===== src/rtl/trace_cmp_unit.sv =====
// Multi-lane commit-trace checker: compares writeback commits against a buffered golden trace.
// Optional macro TRACE_CMP_STALL_EN adds cmt_stall and turns reference underflow into a stall.
module trace_cmp_unit #(
  parameter int              LANES  = 2,
  parameter int              DEPTH  = 8,
  parameter int              PC_W   = 32,
  parameter int              DATA_W = 32,
  parameter logic [PC_W-1:0] END_PC = 32'hbfc00200
) (
  input  logic                    clk,
  input  logic                    resetn,
  input  logic                    ref_valid,
  output logic                    ref_ready,
  input  logic [PC_W-1:0]         ref_pc,
  input  logic                    ref_wen,
  input  logic [4:0]              ref_wnum,
  input  logic [DATA_W-1:0]       ref_wdata,
  input  logic [LANES-1:0]        cmt_valid,
  input  logic [LANES*PC_W-1:0]   cmt_pc,
  input  logic [LANES-1:0]        cmt_wen,
  input  logic [LANES*5-1:0]      cmt_wnum,
  input  logic [LANES*DATA_W-1:0] cmt_wdata,
  output logic                    done,
  output logic                    pass,
  output logic                    err,
  output logic [5:0]              err_code,
  output logic [PC_W-1:0]         err_pc,
  output logic [1:0]              err_lane,
  output logic [31:0]             commit_cnt
`ifdef TRACE_CMP_STALL_EN
  ,
  output logic                    cmt_stall
`endif
);

  localparam int AW = $clog2(DEPTH);
  localparam int CW = AW + 1;

  localparam logic [1:0] ST_RUN  = 2'd0;
  localparam logic [1:0] ST_DONE = 2'd1;
  localparam logic [1:0] ST_ERR  = 2'd2;

`ifdef TRACE_CMP_STALL_EN
  localparam bit STALL_EN = 1'b1;
`else
  localparam bit STALL_EN = 1'b0;
`endif

  logic [PC_W-1:0]   pc_mem_q    [DEPTH];
  logic              wen_mem_q   [DEPTH];
  logic [4:0]        wnum_mem_q  [DEPTH];
  logic [DATA_W-1:0] wdata_mem_q [DEPTH];

  logic [AW-1:0] head_q, head_d, tail_q, tail_d;
  logic [CW-1:0] count_q, count_d;
  logic [1:0]    state_q, state_d;
  logic [5:0]    err_code_q, err_code_d;
  logic [PC_W-1:0] err_pc_q, err_pc_d;
  logic [1:0]    err_lane_q, err_lane_d;
  logic [31:0]   commit_cnt_q, commit_cnt_d;

  logic push;
  logic [CW-1:0] pop_n;
  logic [32:0]   cnt_sum;

  assign ref_ready = (count_q != CW'(DEPTH)) && (state_q == ST_RUN);
  assign push      = ref_valid && ref_ready;

  // Per-lane comparison against FIFO entry head+i; index wraps with AW-bit arithmetic.
  logic [PC_W-1:0] lane_pc   [LANES];
  logic [3:0]      lane_bits [LANES];

  for (genvar g = 0; g < LANES; g++) begin : g_lane
    logic [AW-1:0]     idx;
    logic              c_wen;
    logic [4:0]        c_wnum;
    logic [DATA_W-1:0] c_wdata;
    logic              both_wen;
    assign idx        = head_q + AW'(g);
    assign lane_pc[g] = cmt_pc[g*PC_W +: PC_W];
    assign c_wen      = cmt_wen[g];
    assign c_wnum     = cmt_wnum[g*5 +: 5];
    assign c_wdata    = cmt_wdata[g*DATA_W +: DATA_W];
    assign both_wen   = c_wen && wen_mem_q[idx];
    assign lane_bits[g] = {
      both_wen && (wnum_mem_q[idx] != 5'd0) && (c_wdata != wdata_mem_q[idx]),
      both_wen && (c_wnum != wnum_mem_q[idx]),
      c_wen != wen_mem_q[idx],
      lane_pc[g] != pc_mem_q[idx]
    };
  end

  logic [CW-1:0]   k, match_n;
  logic            seen_hole, gap, mis_found, end_found;
  logic [1:0]      gap_lane, mis_lane;
  logic [PC_W-1:0] gap_pc, mis_pc;
  logic [3:0]      mis_bits;

  // Scan lanes oldest-first; stop at the first mismatch or the first matched END_PC.
  always_comb begin
    k         = '0;
    match_n   = '0;
    seen_hole = 1'b0;
    gap       = 1'b0;
    gap_lane  = '0;
    gap_pc    = lane_pc[0];
    mis_found = 1'b0;
    end_found = 1'b0;
    mis_bits  = '0;
    mis_lane  = '0;
    mis_pc    = lane_pc[0];
    for (int i = 0; i < LANES; i++) begin
      if (!cmt_valid[i]) begin
        seen_hole = 1'b1;
      end else begin
        k = k + CW'(1);
        if (seen_hole && !gap) begin
          gap      = 1'b1;
          gap_lane = 2'(i);
          gap_pc   = lane_pc[i];
        end
        if (!mis_found && !end_found) begin
          if (lane_bits[i] != 4'd0) begin
            mis_found = 1'b1;
            mis_bits  = lane_bits[i];
            mis_lane  = 2'(i);
            mis_pc    = lane_pc[i];
          end else begin
            match_n   = match_n + CW'(1);
            end_found = (lane_pc[i] == END_PC);
          end
        end
      end
    end
  end

  always_comb begin
    state_d    = state_q;
    err_code_d = err_code_q;
    err_pc_d   = err_pc_q;
    err_lane_d = err_lane_q;
    pop_n      = '0;
    if (state_q == ST_RUN && cmt_valid != '0) begin
      if (gap) begin
        state_d    = ST_ERR;
        err_code_d = 6'h20;
        err_lane_d = gap_lane;
        err_pc_d   = gap_pc;
      end else if (count_q < k) begin
        // With stalling enabled the commit is simply held off until the trace catches up.
        if (!STALL_EN) begin
          state_d    = ST_ERR;
          err_code_d = 6'h10;
          err_lane_d = 2'd0;
          err_pc_d   = lane_pc[0];
        end
      end else if (mis_found) begin
        state_d    = ST_ERR;
        err_code_d = {2'b00, mis_bits};
        err_lane_d = mis_lane;
        err_pc_d   = mis_pc;
      end else begin
        pop_n = match_n;
        if (end_found) state_d = ST_DONE;
      end
    end
  end

  assign cnt_sum      = {1'b0, commit_cnt_q} + 33'(pop_n);
  assign commit_cnt_d = cnt_sum[32] ? 32'hFFFF_FFFF : cnt_sum[31:0];
  assign head_d       = head_q + AW'(pop_n);
  assign tail_d       = push ? tail_q + AW'(1) : tail_q;
  assign count_d      = count_q + CW'(push) - pop_n;

  always_ff @(posedge clk) begin
    if (!resetn) begin
      head_q       <= '0;
      tail_q       <= '0;
      count_q      <= '0;
      state_q      <= ST_RUN;
      err_code_q   <= '0;
      err_pc_q     <= '0;
      err_lane_q   <= '0;
      commit_cnt_q <= '0;
    end else begin
      head_q       <= head_d;
      tail_q       <= tail_d;
      count_q      <= count_d;
      state_q      <= state_d;
      err_code_q   <= err_code_d;
      err_pc_q     <= err_pc_d;
      err_lane_q   <= err_lane_d;
      commit_cnt_q <= commit_cnt_d;
    end
  end

  always_ff @(posedge clk) begin
    if (push) begin
      pc_mem_q[tail_q]    <= ref_pc;
      wen_mem_q[tail_q]   <= ref_wen;
      wnum_mem_q[tail_q]  <= ref_wnum;
      wdata_mem_q[tail_q] <= ref_wdata;
    end
  end

  assign done       = (state_q != ST_RUN);
  assign pass       = (state_q == ST_DONE);
  assign err        = (state_q == ST_ERR);
  assign err_code   = err_code_q;
  assign err_pc     = err_pc_q;
  assign err_lane   = err_lane_q;
  assign commit_cnt = commit_cnt_q;

`ifdef TRACE_CMP_STALL_EN
  assign cmt_stall = (state_q == ST_RUN) && (count_q < CW'(LANES));
`endif

endmodule


===== config.mk =====
export PLATFORM = sky130hd
export DESIGN_NAME = trace_cmp_unit
export DESIGN_NICKNAME = d
export VERILOG_FILES = /design/src/rtl/trace_cmp_unit.sv
export SDC_FILE = /design/constraint.sdc
export NUM_CORES = 1
export LEC_CHECK = 0
export CAP_MARGIN = 20
export CORE_MARGIN = 8
export CORE_UTILIZATION = 60
export CTS_BUF_LIST = sky130_fd_sc_hd__clkbuf_4 sky130_fd_sc_hd__clkbuf_8
export DETAILED_ROUTE_END_ITERATION = 6
export GPL_TIMING_DRIVEN = 0
export PLACE_DENSITY = 0.83
export SLEW_MARGIN = 20
export SYNTH_ARGS = -nofsm -noshare
export SYNTH_HDL_FRONTEND = slang
export SYNTH_SLANG_ARGS = --single-unit

===== constraint.sdc =====
create_clock -name clk -period 10.6 [get_ports clk]
set_clock_uncertainty 0.1 [all_clocks]
set_input_delay 2.65 -clock clk [delete_from_list [all_inputs] [get_ports clk]]
set_output_delay 2.65 -clock clk [all_outputs]
set_load 0.05 [all_outputs]

# Word level (Yosys, flattened, before mapping)
# Memory sizes are Yosys's and may differ from the RTL's. A register that Yosys moved wholly into a read port is not among the register bits.
# Cells that the tools add are included.
[word_totals]
regBits = 84
mem_bits_rw = 560
input_bits = 215
output_inout_bits = 76
word_cells = 117
mem_count = 4
[mem_list]
columns = ["name", "depth", "word_bits", "read_ports", "rd_ports_with_merged_regs", "write_ports", "line_no", "text"]
rows = [
  ["pc_mem_q", 8, 32, 2, 1, 1, "49", "logic [PC_W-1:0] pc_mem_q [DEPTH];"],
  ["wdata_mem_q", 8, 32, 2, 1, 1, "52", "logic [DATA_W-1:0] wdata_mem_q [DEPTH];"],
  ["wnum_mem_q", 8, 5, 2, 1, 1, "51", "logic [4:0] wnum_mem_q [DEPTH];"],
  ["wen_mem_q", 8, 1, 2, 1, 1, "50", "logic wen_mem_q [DEPTH];"],
]
[classes]
n_addsub = 8
magnitude_cmp = 1
eq_ne = 13
n_mux = 58
reduce_logical = 25
[ops]
columns = ["op", "count"]
rows = [
  ["32-bit two-way mux", 9],
  ["32-bit != test", 4],
  ["32-bit equality test (second input constant)", 2],
  ["4-bit two-way mux", 13],
  ["32-bit by 4-bit adder with 33-bit output", 1],
  ["1-bit two-way mux", 22],
  ["6-bit two-way mux", 3],
  ["2-bit two-way mux", 7],
  ["1-bit logical AND", 12],
  ["3-bit two-way mux", 4],
  ["4-bit nonzero test", 3],
  ["5-bit != test", 2],
  ["5-bit nonzero test", 2],
  ["4-bit by 1-bit adder with 4-bit output (second input constant)", 2],
  ["3-bit by 1-bit adder with 3-bit output (second input constant)", 2],
  ["4-bit by 1-bit adder with 4-bit output", 1],
  ["4-bit less-than comparator", 1],
  ["4-bit != test (second input constant)", 1],
  ["2-bit AND reduction", 2],
  ["2-bit nonzero test", 2],
  ["4-bit subtractor", 1],
  ["3-bit adder", 1],
  ["3-bit nonzero test", 1],
  ["2-bit by 1-bit equality test with 1-bit output (second input constant)", 1],
  ["other kinds (4)", 6],
]

# Depth between registers and ports, before layout
[logic_depth]
ltp_word = 16
depth_mapped = 30
depth_no_buf = 22

# Worst setup path after synthesis
# No wires, ideal clock.
[synth_timing]
kind = "input-to-reg"
from = "in ref_valid"
to = "mem pc_mem_q[0][0] (enable)"
setup_time_ps = 584
arrival_ps = 7716
t_required_ps = 9916
slack_ps = 2200
path_stages = 3
path_buffers = 0
path_cell_list = "and2_1 nand2b_1 nor3_1"
[synth_via]
elab_chain_len = 3
[synth_lines]
columns = ["element", "line_no", "text"]
rows = [
  ["start: declaration", "12", "input logic ref_valid,"],
  ["1-bit logical AND", "67", "assign push = ref_valid && ref_ready;"],
  ["1-bit two-way mux", "198", "if (push) begin"],
  ["1-bit two-way mux (not written as such)", "199", "pc_mem_q[tail_q] <= ref_pc;"],
  ["end: declaration", "49", ""],
]
# No other way between the ends.

# Worst setup path after layout
[layout_timing]
from = "reg head_q[1]"
to = "reg commit_cnt_q[23], in the netlist commit_cnt[23]"
[layout_via]
elab_chain_len = 15
elab_cells_between_ends = 27
classes_between = "add/sub (2); eq/ne (4); mux (11); reduce/logical (6); memory (4)"
[layout_lines]
columns = ["element", "line_no", "text"]
rows = [
  ["start: declaration", "54", "logic [AW-1:0] head_q, head_d, tail_q, tail_d;"],
  ["start signal: assignment", "177", "head_q <= '0;"],
  ["start signal: assignment", "186", "head_q <= head_d;"],
  ["3-bit by 1-bit adder with 3-bit output *", "79", "assign idx = head_q + AW'(g);"],
  ["branches (longest 4 deep; another with memory 8 x 32 bit)", "--", ""],
  ["4-bit nonzero test *", "123", "if (lane_bits[i] != 4'd0) begin"],
  ["4-bit two-way mux / 1-bit two-way mux (equally long branches)", "123", ""],
  ["4-bit two-way mux / 1-bit two-way mux (equally long branches)", "122", "if (!mis_found && !end_found) begin"],
  ["4-bit two-way mux / 1-bit two-way mux (equally long branches)", "113", "if (!cmt_valid[i]) begin"],
  ["4-bit two-way mux *", "157", "end else if (mis_found) begin"],
  ["4-bit two-way mux *", "149", "end else if (count_q < k) begin"],
  ["4-bit two-way mux *", "144", "if (gap) begin"],
  ["4-bit two-way mux *", "143", "if (state_q == ST_RUN && cmt_valid != '0) begin"],
  ["32-bit by 4-bit adder with 33-bit output *", "169", "assign cnt_sum = {1'b0, commit_cnt_q} + 33'(pop_n);"],
  ["32-bit two-way mux *", "170", "assign commit_cnt_d = cnt_sum[32] ? 32'hFFFF_FFFF : cnt_sum[31:0];"],
  ["end signal: assignment", "193", "commit_cnt_q <= commit_cnt_d;"],
  ["end: declaration", "60", "logic [31:0] commit_cnt_q, commit_cnt_d;"],
]
# Mark *: on every way between the ends.
# A chain may end at the register's enable or synchronous reset.

==> results <==
- The flow ran to the end, and the final reports show no timing, DRC or antenna violations.
- The share of total power dissipated in the clock network is 36.2%.
- The total length of routed wires is 111000 um.
- The number of synthesized flops with an enable pin is 560.
- The detailed-route vias per instance is 7.15.
- Summing all multi-input logic gate instances after layout gives 12700 um^2.
- Of the cells placed in the final design, the portion with a size suffix greater than 1 is 21.3%.
- After layout, the worst path uses 85.8% of the clock period.
- The detail route stage leaves a number of antenna-violating nets equal to 0.
- The initial cell density of the core is 60.8%.
- The H-tree depth is 3.
- The floorplan die width is 247 um.
- Measured against its own limit, the worst slew margin works out to 21.9%.
- The total half-perimeter wirelength after legalization and detailed placement is 80900 um.
- The post-synthesis sequential area ratio is 57.7%.
- The internal power is 4.43 mW.
- The peak ir drop on the vdd network is 0.132 mV.
- The die covers 61000 um^2.
- Summed over all layers, the global routing overflow is 0.
- The clock passes through at most 3 buffers.
- After clock tree synthesis, the setup repair step added 0 buffers.
- Of the total power, combinational logic draws 15.7%.
- Yosys printed 0 warnings.
- The synthesis-stage register bit count is 643.
- The power per cell area is 156 nW/um^2.
- 291 I/O pins were placed.
- The worst min-delay path category is flip-flop to flip-flop.
- After clock tree synthesis, the clock-pin slew on the worst setup and hold paths is 60 ps.
- The clock drives 643 sinks.
- The analysis attributes to net switching a power of 1.61 mW.
- The detailed-route DRC error count is 0.
- The number of max-cap violations is 0.
- The mapped netlist covers 32000 um^2.
- The cell chosen for the clock root is sky130_fd_sc_hd__clkbuf_8.
- Among all cell types in the netlist, the one instantiated most often is sky130_fd_sc_hd__edfxtp_1.
- For the pin with the worst max-slew slack, the measured transition is 1170 ps.
- The number of buffers inserted by hold repair at cts is 0.
- Prior to clock tree synthesis, the placed netlist has a worst setup slack of 992 ps.
- The sequential cells in the finished layout cover a total of 18500 um^2.
- The critical path starts at head_q[1]$_SDFF_PN0_.
- The post-CTS resize count is 0.
- Setup repair after global routing left no endpoint under its margin.
- The largest fanout of any net on the critical path is 10.
- For the worst-skew pair, the clock arrives at the later sink with an insertion delay of 730 ps.
- By area the synthesized netlist is led by sky130_fd_sc_hd__edfxtp_1 53%, sky130_fd_sc_hd__mux4_2 14%, sky130_fd_sc_hd__mux2i_1 6.1%, sky130_fd_sc_hd__dfxtp_1 5.2%, sky130_fd_sc_hd__xor2_1 2.7%.
- The die is 247 um tall.
- Input and output buffers added on the ports amount to 288.
- The filler cells instantiated in the layout total 3240.
- After layout, the worst setup slack is 1500 ps.
- The number of antenna violations at the first check in global routing is 9.
- The initialized floorplan defines 84 standard-cell rows.
- The final-stage net count is 2734.
- The pin count of the biggest net entering global routing is 20.
- The unique cell type count in the Yosys netlist is 71.
- The beginning of the worst hold path is err_code[5]$_SDFFE_PN0P_.
- Across every metal layer, demand over resource in global routing totals 35.8%.
- The count of vias placed by the detailed router is 23.4k.
- The startpoint kind of the worst setup timing path is a flip-flop.
- The synthesized design devotes to its leading area cell type 52.5% of total area.
- The number of global-route vias before repair is 23.5k.
- The final routed wire length divided by cell count is 33.9 um.
- The area growth from synthesis to layout is 20.9%.
- The final count of hold timing violations came to 0.
- The worst setup path is captured at a flip-flop.
- Static timing analysis puts the maximum clock frequency at 110 MHz.
- The biggest area contributor in the post-synthesis netlist is sky130_fd_sc_hd__edfxtp_1.
- By count the netlist is led by 560 x sky130_fd_sc_hd__edfxtp_1, 201 x sky130_fd_sc_hd__mux4_2, 195 x sky130_fd_sc_hd__mux2i_1.
- The first-pass GRT wire length is 157000 um.
- TritonCTS created 104 clock buffers.
- Dividing the synthesized area by the synthesized cell count gives 15.6 um^2.
- The number of pins with negative max-slew slack in the final report is 0.
- Among all flip-flop cells after synthesis, the most frequent one is sky130_fd_sc_hd__edfxtp_1.
- STA puts the critical path data required time at 11130 ps.
- The CTS tree is yes.
- For this design the static power due to leakage is 12.4 nW.
- The core region area is 52700 um^2.
- The final period demand of the worst path is 9100 ps.
- The worst setup path is of the flip-flop to flip-flop kind.
- The detailed-router iteration count before antenna repair is 6.
- The synthesized instance count is 2053.
- Once layout is complete, the utilization of the core stands at 73.5%.
- After the first detailed-routing iteration, the DRC count stood at 3562.
- Setup violations remaining at the end of the flow were counted as 0.
- Synthesis produced a netlist with a net count of 2290.
- The arrival time at the worst endpoint is 9620 ps.
- The share of total power in sequential cells is 48.1%.
- The routability-driven placement congestion ratio is 0.980.
- The startpoint of the worst-slack reg-to-reg timing path is head_q[1]$_SDFF_PN0_.
- Net switching is 26.6% of the power.
- For this run, asynchronously set or reset flops after synthesis account for 0%.
[registers in the layout (all words and copies together) (netlist names)]
name and count:
commit_cnt 32, count_q 4, err_code 6, err_lane 1, err_pc 32, head_q 3, pc_mem_q 256, state_q 2
tail_q 3, wdata_mem_q 256, wen_mem_q 8, wnum_mem_q 40
[critical path: stages, from the launching register on]
cell and delay [ps]:
sky130_fd_sc_hd__dfxtp_1 340, sky130_fd_sc_hd__buf_2 180, sky130_fd_sc_hd__clkbuf_1 760, sky130_fd_sc_hd__buf_2 620, sky130_fd_sc_hd__mux4_2 390, sky130_fd_sc_hd__mux2i_1 260, sky130_fd_sc_hd__xor2_1 330, sky130_fd_sc_hd__nand4_1 190
sky130_fd_sc_hd__nor4_1 780, sky130_fd_sc_hd__nand4_1 610, sky130_fd_sc_hd__a21oi_1 600, sky130_fd_sc_hd__o221ai_2 260, sky130_fd_sc_hd__buf_2 250, sky130_fd_sc_hd__nor2_1 180, sky130_fd_sc_hd__o221a_2 260, sky130_fd_sc_hd__ha_1 200
sky130_fd_sc_hd__inv_1 70, sky130_fd_sc_hd__fa_1 370, sky130_fd_sc_hd__clkbuf_1 200, sky130_fd_sc_hd__nor3b_1 530, sky130_fd_sc_hd__and4_1 360, sky130_fd_sc_hd__and3_1 250, sky130_fd_sc_hd__nand4_1 160, sky130_fd_sc_hd__clkbuf_1 260
sky130_fd_sc_hd__buf_1 270, sky130_fd_sc_hd__a21oi_1 180
[area by class of cell]
| cell class | count | share of cell area, % |
|---|---|---|
| clock inverter | 45 | 0.792 |
| clock buffer | 144 | 4.64 |
| inverter | 33 | 0.320 |
| buffer | 130 | 1.91 |
| antenna | 6 | 0.0388 |
| sequential | 643 | 47.8 |
| multi-input combinational | 1247 | 32.9 |
| tap | 688 | 2.22 |
| timing repair buffer | 338 | 9.44 |
[per-stage QoR]
stage | hold slack (ps) | cell area (um^2) | std cells | TNS, ps | power, mW
2_1_floorplan | 362 | 32000 | 2053 | 0 | 3.48
3_3_place_gp | 365 | 35800 | 3029 | -511150 | 3.85
3_5_place_dp | 373 | 36600 | 3078 | 0 | 3.88
4_1_cts | 381 | 38700 | 3267 | 0 | 6.02
5_1_grt | 414 | 38700 | 3271 | 0 | 6.19
6_report | 384 | 38700 | 3274 | 0 | 6.04
[cell usage in the layout (no fill, tap or decap), types with 10 or more instances in the layout]
cell type	count
sky130_fd_sc_hd__a21bo_1	28
sky130_fd_sc_hd__xnor2_1	82
sky130_fd_sc_hd__nand3_1	58
sky130_fd_sc_hd__a221oi_1	10
sky130_fd_sc_hd__nand4_1	27
sky130_fd_sc_hd__dfxtp_1	83
sky130_fd_sc_hd__a22oi_1	50
sky130_fd_sc_hd__clkdlybuf4s50_1	288
sky130_fd_sc_hd__a311oi_1	34
sky130_fd_sc_hd__clkbuf_8	114
sky130_fd_sc_hd__nand2_1	42
sky130_fd_sc_hd__xor2_1	100
sky130_fd_sc_hd__clkinv_2	16
sky130_fd_sc_hd__buf_2	41
sky130_fd_sc_hd__mux2i_1	195
sky130_fd_sc_hd__clkbuf_1	44
sky130_fd_sc_hd__buf_12	15
sky130_fd_sc_hd__buf_6	21
sky130_fd_sc_hd__nor2_1	35
sky130_fd_sc_hd__clkinv_1	22
sky130_fd_sc_hd__ha_1	19
sky130_fd_sc_hd__a22o_1	11
sky130_fd_sc_hd__a21oi_1	101
sky130_fd_sc_hd__inv_1	32
sky130_fd_sc_hd__mux2_2	28
sky130_fd_sc_hd__clkbuf_4	30
sky130_fd_sc_hd__o21ai_0	11
sky130_fd_sc_hd__nor3_1	16
sky130_fd_sc_hd__and3_1	30
sky130_fd_sc_hd__edfxtp_1	560
sky130_fd_sc_hd__o22ai_1	17
sky130_fd_sc_hd__nor4_1	24
sky130_fd_sc_hd__buf_4	44
sky130_fd_sc_hd__mux4_2	201
[kinds of logic (layout without fill, tap and decap cells)]
kind of cell | Yosys count | after routing | share of synthesized area [%]
and+or+nand+nor | 291 | 291 | 4.90
other | 1 | 7 | 0.0117
adders and majority gates | 22 | 22 | 0.930
muxes | 424 | 424 | 21.2
DFF | 643 | 643 | 57.7
buffers and inverters | 163 | 690 | 2.69
xor gates and xnor gates | 182 | 182 | 4.98
AOI/OAI and AO/OA | 327 | 327 | 7.54
[path summary, 6_finish.rpt]
check,endpoint,slack (ps),cells after the start
max,commit_cnt[23]$_SDFF_PN0_,1500,25
min,err_code[5]$_SDFFE_PN0P_,380,2
max reg2reg,commit_cnt[23]$_SDFF_PN0_,1500,25
min reg2reg,err_code[5]$_SDFFE_PN0P_,380,2
[power by group through the flow]
stage | Combinational (mW) | Clock, mW | Sequential, mW
detailed placement | 0.925 | 0 | 2.96
global placement | 0.875 | 0 | 2.97
floorplan | 0.447 | 0 | 3.03
global route | 0.985 | 2.30 | 2.91
finish | 0.948 | 2.19 | 2.91
CTS | 0.929 | 2.19 | 2.90
[per-layer routing]
metal	wire, um	track usage, %	vias to the layer above
li1	-	-	9246
met1	36000	43.9	11500
met2	50700	55.6	2202
met3	16200	10.3	485
met4	7870	22.7	8
met5	52	0	-
No activity file was read; power rests on OpenSTA's default activity.
